## src/rtl/switch_ingress_arbiter.sv

```systemverilog
// switch_ingress_arbiter: round-robin frame arbiter onto the switch fabric; ARB_WATCHDOG_EN adds a stall watchdog
module switch_ingress_arbiter #(
  parameter int NUM_PORTS = 4,
  parameter int DATA_W = 8
`ifdef ARB_WATCHDOG_EN
  ,
  parameter int WDT_CYCLES = 64
`endif
) (
  input  logic                        FPGA_CLK,
  input  logic                        FPGA_RST_BTN,
  input  logic [NUM_PORTS-1:0]        req_valid,
  input  logic [NUM_PORTS*DATA_W-1:0] req_data,
  input  logic [NUM_PORTS-1:0]        req_last,
  output logic [NUM_PORTS-1:0]        req_ready,
  output logic                        fab_valid,
  output logic [DATA_W-1:0]           fab_data,
  output logic                        fab_last,
  output logic [1:0]                  fab_src,
  input  logic                        fab_ready,
  output logic [NUM_PORTS-1:0]        grant,
  output logic                        busy,
  output logic [7:0]                  frame_cnt,
  output logic                        wdt_abort
);
  typedef enum logic {IDLE, XFER} state_t;
  state_t state_q, state_d;
  logic [NUM_PORTS-1:0] grant_q, grant_d, pick;
  logic [1:0] rr_ptr_q, rr_ptr_d, src;
  logic [7:0] frame_cnt_q, frame_cnt_d;
  logic xfer, done, abort;
  // scan downwards so the port nearest after rr_ptr wins
  always_comb begin
    pick = '0;
    for (int k = NUM_PORTS; k >= 1; k--) begin
      if (req_valid[(int'(rr_ptr_q) + k) % NUM_PORTS]) begin
        pick = '0;
        pick[(int'(rr_ptr_q) + k) % NUM_PORTS] = 1'b1;
      end
    end
  end
  always_comb begin
    fab_data = '0;
    src = '0;
    for (int i = 0; i < NUM_PORTS; i++) begin
      fab_data = fab_data | (grant_q[i] ? req_data[i*DATA_W +: DATA_W] : '0);
      src = src | (grant_q[i] ? 2'(i) : 2'd0);
    end
  end
  assign fab_valid = |(req_valid & grant_q);
  assign fab_last  = |(req_last & grant_q);
  assign req_ready = grant_q & {NUM_PORTS{fab_ready}};
  assign fab_src   = src;
  assign grant     = grant_q;
  assign busy      = state_q == XFER;
  assign frame_cnt = frame_cnt_q;
  assign xfer      = fab_valid & fab_ready;
  assign done      = xfer & fab_last;
`ifdef ARB_WATCHDOG_EN
  localparam int SW = $clog2(WDT_CYCLES) + 1;
  logic [SW-1:0] stall_cnt_q, stall_cnt_d;
  logic wdt_abort_q, wdt_abort_d;
  assign abort       = state_q == XFER && !xfer && stall_cnt_q == SW'(WDT_CYCLES - 1);
  assign wdt_abort_d = abort;
  assign stall_cnt_d = (state_q != XFER || xfer || abort) ? '0 : stall_cnt_q + 1'b1;
  always_ff @(posedge FPGA_CLK or negedge FPGA_RST_BTN) begin
    if (!FPGA_RST_BTN) begin
      stall_cnt_q <= '0;
      wdt_abort_q <= 1'b0;
    end else begin
      stall_cnt_q <= stall_cnt_d;
      wdt_abort_q <= wdt_abort_d;
    end
  end
  assign wdt_abort = wdt_abort_q;
`else
  assign abort     = 1'b0;
  assign wdt_abort = 1'b0;
`endif
  always_comb begin
    state_d = state_q;
    grant_d = grant_q;
    rr_ptr_d = rr_ptr_q;
    frame_cnt_d = frame_cnt_q;
    if (state_q == IDLE) begin
      if (|req_valid) begin
        state_d = XFER;
        grant_d = pick;
      end
    end else if (done || abort) begin
      state_d = IDLE;
      grant_d = '0;
      rr_ptr_d = src;
      frame_cnt_d = done ? frame_cnt_q + 8'd1 : frame_cnt_q;
    end
  end
  always_ff @(posedge FPGA_CLK or negedge FPGA_RST_BTN) begin
    if (!FPGA_RST_BTN) begin
      state_q <= IDLE;
      grant_q <= '0;
      rr_ptr_q <= 2'(NUM_PORTS - 1);
      frame_cnt_q <= '0;
    end else begin
      state_q <= state_d;
      grant_q <= grant_d;
      rr_ptr_q <= rr_ptr_d;
      frame_cnt_q <= frame_cnt_d;
    end
  end
endmodule

```

## config.mk

```make
export PLATFORM = sky130hd
export DESIGN_NAME = switch_ingress_arbiter
export DESIGN_NICKNAME = d
export VERILOG_FILES = /design/src/rtl/switch_ingress_arbiter.sv
export SDC_FILE = /design/constraint.sdc
export NUM_CORES = 1
export LEC_CHECK = 0
export ABC_AREA = 1
export CAP_MARGIN = 20
export CORE_MARGIN = 5
export CORE_UTILIZATION = 42
export DETAILED_ROUTE_END_ITERATION = 12
export HOLD_SLACK_MARGIN = 0.1
export MAX_ROUTING_LAYER = met4
export PLACE_DENSITY = 0.85
export SYNTH_ARGS = -nofsm -noshare
export SYNTH_HDL_FRONTEND = slang
export SYNTH_SLANG_ARGS = --single-unit
```

## constraint.sdc

```tcl
create_clock -name FPGA_CLK -period 5.25 [get_ports FPGA_CLK]
set_input_delay 1.575 -clock FPGA_CLK [delete_from_list [all_inputs] [get_ports FPGA_CLK]]
set_output_delay 1.575 -clock FPGA_CLK [all_outputs]
set_load 0.05 [all_outputs]
```

==> qor.csv, run 1 <==
stage,metric,value,unit
cts,Post-CTS Hold Fix Bufs,0,
layout,Filler Cells Inserted,267,
placement,Placed Area,2100,um^2
synthesis,post-synth top area cell,nand2_1,
critical_path,Critical Path Start Type,input port,
timing,Rel. slew slack,55.6,%
timing,Clock Skews,0.000959,ns
power_and_ir_drop,Clock Power Share,8.8,%
synthesis,synthesized area,1370,um^2
power_and_ir_drop,internal power,340,uW
synthesis,share of the synthesized area in the top cell type,27.1,%
cts,H-Tree Level Count,1,
timing,Final Setup Violations,0,
critical_path,Buf/Inv on CP,2,
timing,Fmax,0.207,GHz
placement,Detailed Place HPWL,3380,um
critical_path,CP top delay family,buffers and inverters,
synthesis,syn_nets,273,
critical_path,worst setup path class,in2out,
critical_path,Critical Path Most Common Cell,clkdlybuf4s50_1,
critical_path,crit path max fanout,4,
placement,placed cells,332,
routing,Pre-Repair DR Iteration Count,4,
cts,CTS tree,yes,
cts,PostCTS Resize Cnt,0,
die,Die W,67.1,um
global_routing,vias in the first global route,1518,
cts,maximum buffer depth of the clock tree,2,
worst_hold_path,Hold Crit Depth,2,
layout,layout cells sized above 1,4.79,%
synthesis,Cells after Synth,223,
power_and_ir_drop,switching portion of total power,55.9,%
routing,Initial DRC Count,123,
synthesis,Synth area leaders,"nand2_1, dfrtp_1, nand3_1",
outcome,status,"finished, final reports clean",
critical_path,"Data arrival, critical path",3.25,ns
synthesis,syn avg cell area,6.14,um^2
die,die area,4500,um^2
die,Die Span Y,67.1,um
placement,gp weighted congestion,0.954,
routing,Routed WL,4310,um
global_routing,grt ovf,0,
die,IO Pins,73,
placement,IO buf count,71,
timing,WHS,0.547,ns
timing,final hold viol count,0,
timing,RSZ-0062 raised after global routing,no,
power_and_ir_drop,total power,773,uW
worst_hold_path,min-delay src,rr_ptr_q[1],
worst_hold_path,worst hold path class,reg2reg,
die,initial core utilization,44.5,%
synthesis,Synth Warn #,0,
layout,# diodes,0,
timing,Final period util,91.9,%
job,maxcap violations,0,
placement,Placement Setup Slack,0.416,ns
power_and_ir_drop,combinational power share,68.6,%
layout,fin util,69.1,%
critical_path,flop-to-flop setup slack,3.33,ns
cts,clk sinks,15,
worst_hold_path,Min-Delay Endpoint,rr_ptr_q[1],
synthesis,"flops & latches, synth",15,
global_routing,initial antenna violation count,0,
timing,Setup TNS Final,0,ns
critical_path,FF-to-FF path depth,10,
critical_path,Worst EP required,3.68,ns
routing,vias,1599,
global_routing,first-pass GRT wire length,6720,um
critical_path,Setup crit end kind,output port,
power_and_ir_drop,maximum VDD drop,0.228,mV
cts,CTS Root Cell,clkbuf_4,
timing,Max Slew Vio Count,0,
global_routing,largest net degree at the start of global routing,19,
synthesis,"Seq/Total Area, Yosys",27.6,%
critical_path,critical path depth in cells,6,
global_routing,Global Route Usage Sum,19.6,%
power_and_ir_drop,sequential share of power,22.7,%
timing,setup ws final,0.426,ns
layout,"Area growth, synth to finish",55.5,%
routing,mean routed wirelength per cell,12.8,um
critical_path,cells along the critical path,"clkdlybuf4s50_1, nand2_1, o21ai_1, a21oi_1, nand2_2, clkdlybuf4s50_1",
cts,setup bufs post-CTS,0,
critical_path,Critical R2R Capture,grant[1],
routing,drc violations,0,
critical_path,crit path max-delay cell type,clkdlybuf4s50_1,
cts,clock slew at reported path FFs,0.09,ns
routing,"antenna viol nets, final",0,
power_and_ir_drop,Sw Pwr,432,uW
synthesis,Netlist cell types,23,
layout,nets,343,
routing,Via density,4.76,
cts,Skew-Pair Late Insertion Delay,0.29,ns
layout,Post-Layout Inst Area,2130,um^2
power_and_ir_drop,leakage power,1.04,nW
cts,CTS Buf Count,3,
power_and_ir_drop,pwr dens,363,nW/um^2
timing,fin crit period,4.82,ns
layout,Final Non-Filler Cells,336,
critical_path,reg-to-reg startpoint,rr_ptr_q[0],
die,core region area,3080,um^2
die,Rows,20,
timing,Tightest Pin Transition,0.665,ns
critical_path,crit-path max cell delay,0.81,ns
==> layout by cell type, fill, tap and decap left out <==
cell	count
nand4_1	10
ha_1	7
xnor2_1	4
clkinv_2	1
nand3_2	1
nand3_1	25
dfstp_2	2
o21ai_1	1
nor2_1	6
nand2_1	99
xor2_1	2
a21oi_1	1
clkdlybuf4s50_1	71
conb_1	1
clkbuf_4	3
inv_2	3
nor3_1	2
nand2_2	3
inv_1	25
nand3_4	1
nand3b_1	2
o21ai_0	9
dfrtp_1	13
==> kinds of logic after synthesis <==
family / Yosys count / synth area share (%)
fa+ha+maj: 7 / 6.40
buf+inv: 34 / 10.1
xor+xnor: 6 / 3.84
other cells: 1 / 0.274
flops: 15 / 27.6
compound gates: 11 / 4.02
simple gates: 149 / 47.7
==> worst register-to-register path, cell delays in order (launching register included) <==
cell and delay [ns]:
dfstp_2 0.64, inv_2 0.11, ha_1 0.34, inv_1 0.10, nand3_1 0.08, nand2_1 0.21
o21ai_0 0.13, inv_1 0.07, nand2_1 0.05, nand2_1 0.06, nand2_1 0.04
==> metal layers <==
metal / vias to the layer above / part of all wire [%] / global-route usage, %
li1: 842 / - / -
met1: 721 / 43 / 23.1
met2: 34 / 54 / 36.7
met3: 2 / 2.8 / 1.85
met4: 0 / 0.26 / 2.53
met5: - / 0 / -
==> sequential cells by signal (all words and copies together) (netlist names) <==
register / cells
busy: 1
rr_ptr_q: 2
grant: 4
frame_cnt: 8
==> synthesized netlist by cell type (all sizes together) <==
cell type and instances:
nand2 102, inv 28, nand3 27, dfrtp 13
nand4 10, o21ai 10, ha 7, nor2 6
clkbuf 4, xnor2 4, buf 2, dfstp 2
nand3b 2, nor3 2, xor2 2, a21oi 1
conb 1
==> power by group through the flow <==
stage          sequential [mW]  combinational [mW]  clock [mW]
2_1_floorplan            0.184               0.332           0
3_3_place_gp             0.177               0.528           0
3_5_place_dp             0.177               0.532           0
4_1_cts                  0.175               0.533      0.0676
5_1_grt                  0.180               0.562      0.0744
6_report                 0.175               0.530      0.0677
==> layout make-up <==
type | instances | area (um^2) | share of cell area (%)
flip-flops and latches | 15 | 378 | 17.8
repair buffers | 71 | 711 | 33.4
clock inverters | 1 | 5.00 | 0.235
inverters | 28 | 105 | 4.94
multi-input cells | 174 | 852 | 40.0
clock buffers | 3 | 22.5 | 1.06
well taps | 44 | 55.1 | 2.59
==> worst max-delay path by stage <==
stage / from / to
6_report: req_valid[2] / fab_valid
5_1_grt: req_valid[2] / fab_valid
4_1_cts: req_valid[2] / fab_valid
3_5_place_dp: req_valid[2] / fab_valid
3_3_place_gp: req_valid[2] / fab_valid
2_1_floorplan: req_last[0] / fab_last
(Power assumes the default switching activity.)
==> inputs of run 2 (changes only) <==
--- a/config.mk
+++ b/config.mk
@@ -13,5 +13,6 @@
 export HOLD_SLACK_MARGIN = 0.1
 export MAX_ROUTING_LAYER = met4
-export PLACE_DENSITY = 0.85
+export PLACE_DENSITY_LB_ADDON = 0.3
+export RECOVER_POWER = 100
 export SYNTH_ARGS = -nofsm -noshare
 export SYNTH_HDL_FRONTEND = slang
==> constraint.sdc (replaced) <==
create_clock -name FPGA_CLK -period 5.25 [get_ports FPGA_CLK]
set_input_delay 1.05 -clock FPGA_CLK [delete_from_list [all_inputs] [get_ports FPGA_CLK]]
set_output_delay 1.05 -clock FPGA_CLK [all_outputs]
set_load 0.05 [all_outputs]
==> run 2 against run 1 <==
Against the previous run: sequential power about the same; non-clock buffer count unchanged; via count increased by 1.9%; wire length decreased by 3.7%; clock skew about the same; cell count unchanged; critical path type unchanged; critical path depth unchanged; largest power group unchanged.
==> qor.csv, run 2 (synthesis results as in run 1) <==
stage,metric,value,unit,change
global_routing,first-pass GRT wire length,6450,um,-4.0%
critical_path,crit path max fanout,3,,-1
timing,Final period util,74.7,%,-17 points
critical_path,CP top delay family,buffers and inverters,,
outcome,status,"finished, final reports clean",,
critical_path,Setup crit end kind,output port,,
power_and_ir_drop,leakage power,1.12,nW,+8.2%
routing,Initial DRC Count,104,,-15%
critical_path,flop-to-flop setup slack,3.09,ns,-0.24 ns
cts,CTS Root Cell,clkbuf_4,,
cts,CTS Buf Count,3,,unchanged
cts,maximum buffer depth of the clock tree,2,,unchanged
global_routing,vias in the first global route,1483,,-2.3%
die,die area,4500,um^2,unchanged
critical_path,Critical R2R Capture,frame_cnt[4],,
cts,setup bufs post-CTS,0,,unchanged
routing,Routed met1 length,1750,um,-4.5%
layout,Post-Layout Inst Area,2110,um^2,-0.65%
cts,PostCTS Resize Cnt,0,,unchanged
timing,Rel. slew slack,57.1,%,+1.6 points
die,Rows,20,,unchanged
timing,Final Setup Violations,0,,unchanged
layout,"Area growth, synth to finish",54.5,%,
routing,met3 WL post-DR,129,um,+5.7%
placement,Placed Area,2100,um^2,unchanged
global_routing,Global Route Usage Sum,18.7,%,-0.97 points
global_routing,largest net degree at the start of global routing,19,,unchanged
routing,DR top layer,met4,,
routing,Routed WL,4150,um,-3.7%
die,core region area,3080,um^2,unchanged
die,IO Pins,73,,unchanged
layout,Filler Cells Inserted,269,,+0.75%
die,Die W,67.1,um,unchanged
routing,met2 wire length,2250,um,-4.1%
timing,fin crit period,3.92,ns,-0.902 ns
critical_path,Critical Path Start Type,input port,,
worst_hold_path,min-delay src,frame_cnt[7],,
layout,max FFs per register,8,,unchanged
critical_path,worst setup path class,in2out,,
job,maxcap violations,0,,unchanged
critical_path,FF-to-FF path depth,8,,-2
global_routing,initial antenna violation count,0,,unchanged
critical_path,"Data arrival, critical path",2.87,ns,-0.38 ns
cts,H-Tree Level Count,1,,unchanged
layout,nets,343,,unchanged
placement,Detailed Place HPWL,3320,um,-1.8%
critical_path,Buf/Inv on CP,3,,+1
routing,Pre-Repair DR Iteration Count,4,,unchanged
worst_hold_path,Min-Delay Endpoint,frame_cnt[7],,
cts,Skew-Pair Late Insertion Delay,0.28,ns,about the same
timing,Max Slew Vio Count,0,,unchanged
cts,Post-CTS Hold Fix Bufs,0,,unchanged
routing,vias,1629,,+1.9%
die,Die Span Y,67.1,um,unchanged
power_and_ir_drop,pwr dens,349,nW/um^2,-4.0%
cts,clk sinks,15,,unchanged
layout,"most common cell after layout, fill and taps aside",nand2_1,,
critical_path,crit path max-delay cell type,dlygate4sd3_1,,
critical_path,Worst EP required,4.20,ns,+0.52 ns
critical_path,crit-path max cell delay,0.87,ns,+0.06 ns
worst_hold_path,Hold Crit Depth,2,,unchanged
worst_hold_path,worst hold path class,reg2reg,,
die,initial core utilization,44.5,%,unchanged
routing,mean routed wirelength per cell,12.3,um,-3.7%
cts,clock slew at reported path FFs,0.08,ns,about the same
timing,Setup TNS Final,0,ns,unchanged
timing,final hold viol count,0,,unchanged
layout,# diodes,0,,unchanged
critical_path,reg-to-reg startpoint,grant[3],,
routing,"antenna viol nets, final",0,,unchanged
timing,RSZ-0062 raised after global routing,no,,
layout,layout cells sized above 1,3.77,%,-1.0 points
placement,gp weighted congestion,0.893,,-6.4%
power_and_ir_drop,maximum VDD drop,0.191,mV,-16%
global_routing,grt ovf,0,,unchanged
routing,Via density,4.85,,+1.9%
timing,Tightest Pin Transition,0.641,ns,-0.0235 ns
critical_path,cells along the critical path,"dlygate4sd3_1, inv_1, o21ai_0, a21oi_1, nand2_2, dlygate4sd3_1",,
timing,Fmax,0.255,GHz,+23%
critical_path,Critical Path Most Common Cell,dlygate4sd3_1,,
routing,drc violations,0,,unchanged
cts,CTS tree,yes,,
timing,Clock Skews,0.00140,ns,+0.000444 ns
critical_path,Critical Path Source,req_valid[3],,
placement,IO buf count,71,,unchanged
layout,most frequent cells in the layout,"nand2_1, clkdlybuf4s50_1, dlygate4sd3_1",,
-- run 2: cell types whose count changed in the layout (fill, tap and decap cells not counted), sizes merged --
| cell | change |
|---|---|
| clkbuf | +1 |
| clkinv | -1 |
| dlygate4sd3 | +31 |
| clkdlybuf4s50 | -31 |
-- run 2: worst max path at each step --
stage                 to  slack, ns  cells after the start
4_1_cts        fab_valid       1.46                      6
6_report       fab_valid       1.33                      6
3_3_place_gp   fab_valid       1.48                      6
5_1_grt        fab_valid       1.27                      6
3_5_place_dp   fab_valid       1.46                      6
2_1_floorplan   fab_last       2.54                      2
-- run 2: area by class of cell --
cell class              count  area [um^2]  area share, %
flip-flops and latches     15          378           17.9
repair buffers             71          711           33.6
inverters                  28          105           4.97
clock buffers               4         26.3           1.24
well taps                  44         55.1           2.60
multi-input cells         174          840           39.7
-- run 2: metrics by stage --
| stage | worst slack [ns] | cells | power, mW | hold WS [ns] | util, % |
|---|---|---|---|---|---|
| final | 1.33 | 336 | 0.737 | 0.534 | 68.7 |
| after global routing | 1.27 | 336 | 0.785 | 0.566 | 68.7 |
| after floorplan | 2.54 | 223 | 0.516 | 0.500 | - |
| after global placement | 1.48 | 332 | 0.706 | 0.518 | 68.3 |
| after CTS | 1.46 | 336 | 0.774 | 0.546 | 69.1 |
| after detailed placement | 1.46 | 332 | 0.710 | 0.519 | 68.3 |
-- run 2: power by group --
part           switching, mW  internal, mW
clock                 0.0348        0.0295
combinational          0.340         0.160
sequential            0.0451         0.128
total                  0.420         0.318
-- run 2: worst min-delay path, stage by stage, from the launching register on --
cell,delay [ns]
dfrtp_1,0.39
nand2_1,0.06
nand2_1,0.06
-- run 2: layer usage --
metal | vias up | GRT usage, %
met1 | 742 | 23.5
met3 | 4 | 1.85
met5 | - | -
met2 | 39 | 33.0
li1 | 844 | -
met4 | 0 | 2.28
